[config.mk]
export PLATFORM = sky130hd
export DESIGN_NAME = datapath_bus
export DESIGN_NICKNAME = d
export VERILOG_FILES = /design/src/rtl/datapath_bus.sv
export SDC_FILE = /design/constraint.sdc
export NUM_CORES = 1
export LEC_CHECK = 0
export ABC_AREA = 0
export BUFFER_PORTS_ARGS = -buffer_cell sky130_fd_sc_hd__buf_2
export CAP_MARGIN = 20
export CELL_PAD_IN_SITES_DETAIL_PLACEMENT = 0
export CELL_PAD_IN_SITES_GLOBAL_PLACEMENT = 1
export CORE_AREA = 2 2 336 338
export CTS_BUF_LIST = sky130_fd_sc_hd__clkbuf_16
export DETAILED_ROUTE_END_ITERATION = 8
export DIE_AREA = 0 0 338 340
export PLACE_DENSITY_LB_ADDON = 0.08
export SYNTH_ARGS = -nofsm -noshare
export SYNTH_HDL_FRONTEND = slang
export SYNTH_SLANG_ARGS = --single-unit
[constraint.sdc]
create_clock -name i_clock -period 4.2 [get_ports i_clock]
set_clock_uncertainty 0.05 [all_clocks]
set_input_delay 0.21 -clock i_clock [delete_from_list [all_inputs] [get_ports i_clock]]
set_output_delay 0.21 -clock i_clock [all_outputs]
set_load 0.005 [all_outputs]
[src/rtl/datapath_bus.sv]
// Registered shared-bus mux: lowest-index driver wins, sticky contention flag, saturating transfer count.
// Latency 1 clock, no combinational input-to-output path; no backpressure (a source drives by holding its enable).
module datapath_bus #(
    parameter int unsigned WIDTH     = 32,
    parameter int unsigned NSRC      = 24,
    parameter int unsigned HOLD_LAST = 0,
    parameter int unsigned CNTW      = 16,
    localparam int unsigned SELW     = $clog2(NSRC)
) (
    input  logic                   i_clock,
    input  logic                   i_clear,
    input  logic [NSRC*WIDTH-1:0]  i_src_data,
    input  logic [NSRC-1:0]        i_src_out,
    input  logic                   i_contention_clr,
    output logic [WIDTH-1:0]       o_bus_out,
    output logic                   o_bus_valid,
    output logic [SELW-1:0]        o_src_id,
    output logic                   o_contention,
    output logic [CNTW-1:0]        o_xfer_count
);

    generate
        if (NSRC < 2 || NSRC > 64) begin : g_bad_nsrc
            $error("datapath_bus: NSRC must be in 2..64");
        end
    endgenerate

    localparam logic [NSRC-1:0] ONE_SRC = {{(NSRC-1){1'b0}}, 1'b1};

    logic [SELW-1:0]  w_winner;
    logic [WIDTH-1:0] w_win_dat;
    logic             w_hit;
    logic             w_more;
    logic             w_cnt_sat;

    logic [WIDTH-1:0] r_bus_out;
    logic             r_bus_valid;
    logic [SELW-1:0]  r_src_id;
    logic             r_contention;
    logic [CNTW-1:0]  r_xfer_count;

    // Scan from the top down so the lowest set index is the last one written.
    always_comb begin
        w_winner  = '0;
        w_win_dat = '0;
        for (int i = int'(NSRC) - 1; i >= 0; i--) begin
            if (i_src_out[i]) begin
                w_winner  = SELW'(i);
                w_win_dat = i_src_data[i*WIDTH +: WIDTH];
            end
        end
    end

    assign w_hit     = |i_src_out;
    assign w_more    = |(i_src_out & (i_src_out - ONE_SRC));
    assign w_cnt_sat = &r_xfer_count;

    always_ff @(posedge i_clock or posedge i_clear) begin
        if (i_clear) begin
            r_bus_out    <= '0;
            r_bus_valid  <= 1'b0;
            r_src_id     <= '0;
            r_contention <= 1'b0;
            r_xfer_count <= '0;
        end else begin
            if (w_hit) begin
                r_bus_out   <= w_win_dat;
                r_bus_valid <= 1'b1;
                r_src_id    <= w_winner;
                if (!w_cnt_sat) begin
                    r_xfer_count <= r_xfer_count + CNTW'(1);
                end
            end else begin
                r_bus_valid <= 1'b0;
                if (HOLD_LAST == 0) begin
                    r_bus_out <= '0;
                end
            end
            // A new collision outranks a same-cycle clear request.
            if (w_more) begin
                r_contention <= 1'b1;
            end else if (i_contention_clr) begin
                r_contention <= 1'b0;
            end
        end
    end

    assign o_bus_out    = r_bus_out;
    assign o_bus_valid  = r_bus_valid;
    assign o_src_id     = r_src_id;
    assign o_contention = r_contention;
    assign o_xfer_count = r_xfer_count;

endmodule

=== Yosys cells after proc, flatten, opt, wreduce, memory -nomap -nowiden ===
Index checks and enable logic that the tools add are counted.

* Logic and storage cells: 66
* Output and inout port bits: 55
* Register bits after elaboration: 55
* Input bits: 795

* Muxes and demuxes: 52
* Bitwise logic cells: 2
* $add $sub $neg: 2
* Reduce and logical (&&, ||, !) cells: 5

{| class="wikitable"
|+ Operators by type and width
! cell !! count
|-
| $mux 32 || 25
|-
| $mux 5 || 24
|-
| $reduce_or 24->1 || 2
|-
| $and 24x24->24 || 1
|-
| $sub 24x1->24 const B || 1
|-
| $add 16x1->16 const B || 1
|-
| $reduce_and 16->1 || 1
|-
| $mux 1 || 3
|-
| $reduce_and 2->1 || 1
|-
| $reduce_bool 2->1 || 1
|-
| $not 1->1 || 1
|}

=== Longest topological paths before layout ===
Gate-level depths: netlist of the first run.

* Word-level depth: 25
* Mapped depth: 9
* Depth with buffers taken out: 6

=== Worst setup path after synthesis of the first run ===
OpenSTA, ideal clock, no wires.

* Path type: input -> register
* From: input i_src_out[12]
* To: register r_bus_out[10], in the netlist o_bus_out[10]
* Path slack: 2.346 ns
* Arrival time: 1.683 ns
* Stages on the path: 9
* Buffers on the path: 4
* Cells stage by stage: buf_6 > or2_1 > buf_2 > or3_1 > buf_2 > buf_6 > a221oi_2 > a211oi_1 > o211a_1

* Longest elaborated chain between the ends: 14
* Elaborated cells on any way between the ends: 15

{| class="wikitable"
|+ RTL lines
! what !! RTL line !! text
|-
| start: declaration || 13 || <nowiki>input logic [NSRC-1:0] i_src_out,</nowiki>
|-
| $mux 32 (13 in a row) || 47 || <nowiki>if (i_src_out[i]) begin</nowiki>
|-
| $mux 32 * || 66 || <nowiki>if (w_hit) begin</nowiki>
|-
| end signal: assignment || 67 || <nowiki>r_bus_out <= w_win_dat;</nowiki>
|-
| end: declaration || 36 || <nowiki>logic [WIDTH-1:0] r_bus_out;</nowiki>
|}

Mark *: on every way between the ends. The rest lies on a longest branch, timed or not.
A chain may end at the register's enable or synchronous reset.

=== Worst setup path after layout of the first run ===
* From: input i_src_out[9]
* To: register r_bus_out[31], in the netlist o_bus_out[31]

* Longest elaborated chain between the ends: 11
* Elaborated cells on any way between the ends: 12

{| class="wikitable"
|+ RTL lines
! what !! RTL line
|-
| $mux 32 (10 in a row) || 47
|-
| $mux 32 * || 66
|}

Marked as above.

==> flow_metrics.env, run 1 <==
export IMPL_outcome="finished, final reports clean"
export IMPL_synth_edf_count=0
export IMPL_gr_usage_all_layers_pct=18.96
export IMPL_cts_buffers=5
export IMPL_layout_common_cells="buf_2 (843), nand2_1 (211), a21oi_1 (167)"
export IMPL_power_frac_clock_pct=20.5
export IMPL_via_per_inst=4.143
export IMPL_core_area_mm2=0.1116
export IMPL_hold_path_class="in2reg"
export IMPL_stdcell_area_mm2=0.01655
export IMPL_htreeDepth=2
export IMPL_final_common_cell="buf_2"
export IMPL_ios=850
export IMPL_fillers=13130
export IMPL_fin_setup_tns_ns=0
export IMPL_clk_pin_slew_ns=0.10
export IMPL_ant_nets=0
export IMPL_numPortBuffers=849
export IMPL_finalCritPeriodShare_pct=66.53
export IMPL_final_seq_area_mm2=0.001376
export IMPL_area_growth_syn_to_layout_pct=61.13
export IMPL_switchingPower_mw=1.242
export IMPL_start_util_pct=9.205
export IMPL_power_density_mw_per_mm2=158.3
export IMPL_power_frac_comb_pct=57.3
export IMPL_rsz0062_at_grt="no"
export IMPL_rows=123
export IMPL_numClockSinks=55
export IMPL_tightest_slew_ns=1.099
export IMPL_fin_ws_ns=1.406
export IMPL_wl_per_cell_um=29.58
export IMPL_relSlewSlack_pct=25.97
export IMPL_cp_start_kind="primary input"
export IMPL_drc_errors=0
export IMPL_end_kind="register"
export IMPL_syn_area_mm2=0.01027
export IMPL_p_int_mw=1.378
export IMPL_die_h_um=340
export IMPL_die_w_um=338
export IMPL_slew_viol_final=0
export IMPL_yosysWarnings=0
export IMPL_multiInputGateArea_mm2=0.007920
export IMPL_synth_seq_area_share_pct=13.40
export IMPL_grt_antenna_before_repair=54
export IMPL_criticalPathCategory="in2reg"
export IMPL_grt_ovfl_total=0
export IMPL_grt_max_degree=72
export IMPL_required_ns=4.44
export IMPL_synth_cell_types=60
export IMPL_drt_pass1_iter_count=5
export IMPL_grt_pass1_wl_um=149100
export IMPL_maxCapViolations=0
export IMPL_nets=3094
export IMPL_cts_path_max_buffers=2
export IMPL_root_buffer="clkbuf_16"
export IMPL_place_area_mm2=0.01632
export IMPL_whs_ns=0.1902
export IMPL_syn_nets=2343
export IMPL_synth_seq_cells=55
export IMPL_setup_violations=0
export IMPL_hpwl_um=95850
export IMPL_postSynthCellCount=1547
export IMPL_switching_share_pct=47.40
export IMPL_clk_insertion_delay_late_ns=0.35
export IMPL_vdd_drop_max_mv=0.1556
export IMPL_hold_viol_final=0
export IMPL_seqPwrFrac_pct=22.2
export IMPL_totalWireLength_um=113000
export IMPL_p_leak_nw=7.246
export IMPL_cts_tree="built"
export IMPL_dieArea_mm2=0.1149
export IMPL_drive_gt1_share_pct=42.76
export IMPL_gp_congestion=0.8577
export IMPL_cts_setup_buffers=0
export IMPL_num_vias=15830
export IMPL_cts_resized=0
export IMPL_min_period_ns=2.794
export IMPL_synthArstFlopShare_pct=100.0
export IMPL_grt_pass1_vias=17440
export IMPL_drt_iter0_drc=884
export IMPL_place_ws_ns=0.7612
export IMPL_avgSynthCellArea_um2=6.639
export IMPL_cp_max_fo=15
export IMPL_crit_arrival_ns=3.04
export IMPL_max_freq_mhz=357.9
export IMPL_synth_ff_type="dfrtp_1"
[layout make-up]
class,instances,area share [%]
multi-input cells,1237,47.86
repair buffers,924,29.56
well taps,1500,11.34
flip-flops and latches,55,8.316
inverters,75,1.709
clock buffers,5,0.7560
diodes,21,0.3175
clock inverters,3,0.1436
[cell families after synthesis]
group,after synthesis,synth area share [%]
AOI/OAI and AO/OA,648,45.23
and+or+nand+nor,573,30.16
buffers and inverters,255,9.782
DFF,55,13.40
xor gates and xnor gates,14,1.194
muxes,1,0.1096
adders and majority gates,1,0.1218
[state kept, by name, summed over array words and instances (netlist names)]
register and flops:
o_xfer_count 16, o_bus_valid 1, o_contention 1, o_src_id 5
o_bus_out 32
[power groups by stage]
stage	clock network (mW)	registers, mW	logic (mW)
3_3_place_gp	0	0.595	1.55
5_1_grt	0.590	0.584	1.64
4_1_cts	0.581	0.584	1.55
6_report	0.537	0.581	1.50
2_1_floorplan	0	0.585	0.589
3_5_place_dp	0	0.594	1.55
[Yosys cell counts, types with 32 or more instances]
library cell	instances	area share (%)
o221ai_1	32	2.7
a221oi_1	34	2.9
nand3b_1	32	2.3
o21ai_0	105	5.1
nor3_1	73	3.6
a211oi_1	32	2.3
clkbuf_1	152	5.6
o211a_1	32	3.1
a21oi_1	167	8.1
nor3b_1	96	7.0
o22ai_1	36	2.2
a22oi_1	32	2.3
o31ai_1	32	2.3
dfrtp_1	55	13
a211o_1	32	2.7
o2111ai_1	34	2.9
nor2b_1	97	5.9
o211ai_1	32	2.3
inv_1	72	2.6
nand2_1	211	7.7
[worst paths after layout]
check | to | from | cells after the start | slack [ns]
max reg2reg | o_xfer_count[11]$_DFFE_PP0P_ | o_xfer_count[7]$_DFFE_PP0P_ | 5 | 2.21
min | o_bus_out[21]$_DFF_PP0_ | i_src_data[21] | 4 | 0.19
max in group asynchronous | o_bus_out[18]$_DFF_PP0_ | i_clear | 4 | 2.55
max | o_bus_out[31]$_DFF_PP0_ | i_src_out[9] | 7 | 1.41
min in group asynchronous | o_bus_out[27]$_DFF_PP0_ | i_clear | 3 | 0.52
min reg2reg | o_xfer_count[15]$_DFFE_PP0P_ | o_xfer_count[15]$_DFFE_PP0P_ | 1 | 0.45
[routing by layer]
metal	wire (um)	track usage, %	up-vias
met5	317	0	-
met4	1762	2.944	50
met3	7251	4.507	111
met2	62900	38.24	641
met1	40760	19.68	7646
li1	-	-	7380
[per-stage QoR]
step,instances,util (%),total power [mW]
4_1_cts,3798,14.77,2.720
3_3_place_gp,3785,14.60,2.148
3_5_place_dp,3789,14.63,2.143
5_1_grt,3806,14.80,2.817
6_report,3820,14.83,2.620
2_1_floorplan,1547,-,1.173
[what timing repair did]
item / CTS / global route
hold buffers: 1 / 0
setup endpoints to repair: 0 / 0
endpoints found under the hold margin: 33 / 0
[worst max-delay path, cell delays in order]
cell      delay (ns)
buf_2           0.26
nand2b_2        0.45
buf_4           0.29
buf_4           0.34
o211ai_1        0.33
a211oi_1        0.89
o211a_1         0.22
Note: power is estimated with default switching activity, not from simulation.
==> run 2, diff against run 1 <==
--- a/config.mk
+++ b/config.mk
@@ -10,10 +10,10 @@
 export CAP_MARGIN = 20
 export CELL_PAD_IN_SITES_DETAIL_PLACEMENT = 0
 export CELL_PAD_IN_SITES_GLOBAL_PLACEMENT = 1
-export CORE_AREA = 2 2 336 338
+export CORE_AREA = 2 2 333 335
 export CTS_BUF_LIST = sky130_fd_sc_hd__clkbuf_16
 export DETAILED_ROUTE_END_ITERATION = 8
-export DIE_AREA = 0 0 338 340
+export DIE_AREA = 0 0 335 337
 export PLACE_DENSITY_LB_ADDON = 0.08
 export SYNTH_ARGS = -nofsm -noshare
 export SYNTH_HDL_FRONTEND = slang
==> constraint.sdc (replaced) <==
create_clock -name i_clock -period 2.4 [get_ports i_clock]
set_clock_uncertainty 0.05 [all_clocks]
set_input_delay 0.12 -clock i_clock [delete_from_list [all_inputs] [get_ports i_clock]]
set_output_delay 0.12 -clock i_clock [all_outputs]
set_load 0.005 [all_outputs]
==> flow_metrics.env, run 2 (synthesis gave the netlist of run 1 again) <==
export IMPL_outcome="finished, final reports clean"
export IMPL_largest_reg_flops=32
export IMPL_busiest_layer="met2"
export IMPL_gp_congestion=0.8420
export IMPL_rr_worst_depth=6
export IMPL_fin_ws_ns=0.08574
export IMPL_ant_nets=0
export IMPL_wl_per_cell_um=29.17
export IMPL_clk_pin_slew_ns=0.10
export IMPL_finalCritPeriodShare_pct=96.43
export IMPL_slew_viol_final=0
export IMPL_rsz0062_at_grt="no"
export IMPL_whs_ns=0.1249
export IMPL_via_per_inst=4.232
export IMPL_relSlewSlack_pct=37.00
export IMPL_end_kind="register"
export IMPL_drt_pass1_iter_count=8
export IMPL_r2r_end="o_xfer_count[14]$_DFFE_PP0P_"
export IMPL_cts_setup_buffers=0
export IMPL_gr_usage_all_layers_pct=18.89
export IMPL_place_ws_ns=-0.5582
export IMPL_die_h_um=337
export IMPL_grt_antenna_before_repair=68
export IMPL_use_met2_pct=38.74
export IMPL_cts_tree="built"
export IMPL_nets=3166
export IMPL_worstHoldStart="i_src_data[29]"
export IMPL_p_leak_nw=7.696
export IMPL_hold_viol_final=0
export IMPL_min_period_ns=2.314
export IMPL_rows=122
export IMPL_power_density_mw_per_mm2=275.7
export IMPL_ios=850
export IMPL_criticalPathCategory="in2reg"
export IMPL_numClockSinks=55
export IMPL_final_common_cell="buf_2"
export IMPL_hold_path_class="in2reg"
export IMPL_htreeDepth=2
export IMPL_numPortBuffers=849
export IMPL_grt_max_degree=72
export IMPL_clk_insertion_delay_late_ns=0.34
export IMPL_grt_pass1_vias=17670
export IMPL_dieArea_mm2=0.1129
export IMPL_die_w_um=335
export IMPL_grt_util_met3_pct=4.434
export IMPL_worstHoldPathCells=4
export IMPL_start_util_pct=9.371
export IMPL_required_ns=2.64
export IMPL_cts_path_max_buffers=2
export IMPL_max_freq_mhz=432.1
export IMPL_vdd_drop_max_mv=0.2475
export IMPL_cp_start_kind="primary input"
export IMPL_grtUsageMet1_pct=19.38
export IMPL_final_cells=3809
export IMPL_drive_gt1_share_pct=44.50
export IMPL_fin_setup_tns_ns=0
export IMPL_maxCapViolations=0
export IMPL_fillers=12880
export IMPL_r2r_slack_ns=0.48
export IMPL_r2r_start="o_xfer_count[1]$_DFFE_PP0P_"
export IMPL_grt_pass1_wl_um=146300
export IMPL_hold_end="o_bus_out[29]$_DFF_PP0_"
export IMPL_core_area_mm2=0.1096
export IMPL_drt_iter0_drc=730
export IMPL_cts_buffers=5
export IMPL_totalWireLength_um=111100
export IMPL_setup_violations=0
export IMPL_drc_errors=0
export IMPL_tightest_slew_ns=0.9394
export IMPL_layout_common_cells="buf_2 (842), nand2_1 (211), a21oi_1 (167)"
export IMPL_root_buffer="clkbuf_16"
export IMPL_num_vias=16120
export IMPL_hpwl_um=94910
export IMPL_area_growth_syn_to_layout_pct=67.96
export IMPL_dp_cells=3788
export IMPL_fin_util_pct=15.74
export IMPL_crit_arrival_ns=2.55
export IMPL_cp_max_fo=51
export IMPL_grt_ovfl_total=0
## run 2: what timing repair did
item / 4_1_cts / 5_1_grt
hold buffers: 1 / 0
endpoints found under the setup margin: 1 / 0
gates resized for setup: 1 / 0
hold endpoints to repair: 13 / 0
## run 2: worst max-delay path by stage
stage               slack, ns           from                       to
floorplan                0.64  i_src_out[12]  o_bus_out[10]$_DFF_PP0_
global placement        -0.51   i_src_out[6]  o_bus_out[31]$_DFF_PP0_
detailed placement      -0.56   i_src_out[6]  o_bus_out[31]$_DFF_PP0_
CTS                      0.06   i_src_out[6]  o_bus_out[25]$_DFF_PP0_
global route             0.09   i_src_out[6]  o_bus_out[25]$_DFF_PP0_
finish                   0.09   i_src_out[6]  o_bus_out[27]$_DFF_PP0_
## run 2: worst max-delay path: stages
cell and delay (ns):
buf_4 0.50, buf_4 0.29, nor3b_1 0.07, nor3_1 0.22
o211ai_1 0.35, a211oi_1 0.71, o211a_1 0.21
## run 2: area by class of cell
type,instances,area (um2),share of cell area [%]
inverters,75,282.8,1.639
clock inverters,3,42.54,0.2466
flip-flops and latches,55,1376,7.978
multi-input cells,1237,7925,45.94
clock buffers,5,125.1,0.7253
repair buffers,996,5685,32.96
diodes,12,30.03,0.1741
well taps,1426,1784,10.34
## run 2: per-layer routing
layer	part of all wire, %	vias up
met5	0.34	-
met4	1.7	60
met3	5.6	141
met2	56	611
met1	36	7797
li1	-	7512
## run 2: per-stage QoR
step | instance area [um2] | power (mW)
after floorplan | 10270 | 2.053
after CTS | 17220 | 4.944
final | 17250 | 4.757
after detailed placement | 17040 | 3.879
after global routing | 17240 | 5.117
after global placement | 17040 | 3.896
## run 2: where the power goes
group,switching [mW],internal (mW),leakage (nW)
Sequential,0.0442,0.981,0.659
Clock,0.488,0.498,0.0857
Combinational,1.59,1.16,6.95
Total,2.12,2.63,7.70
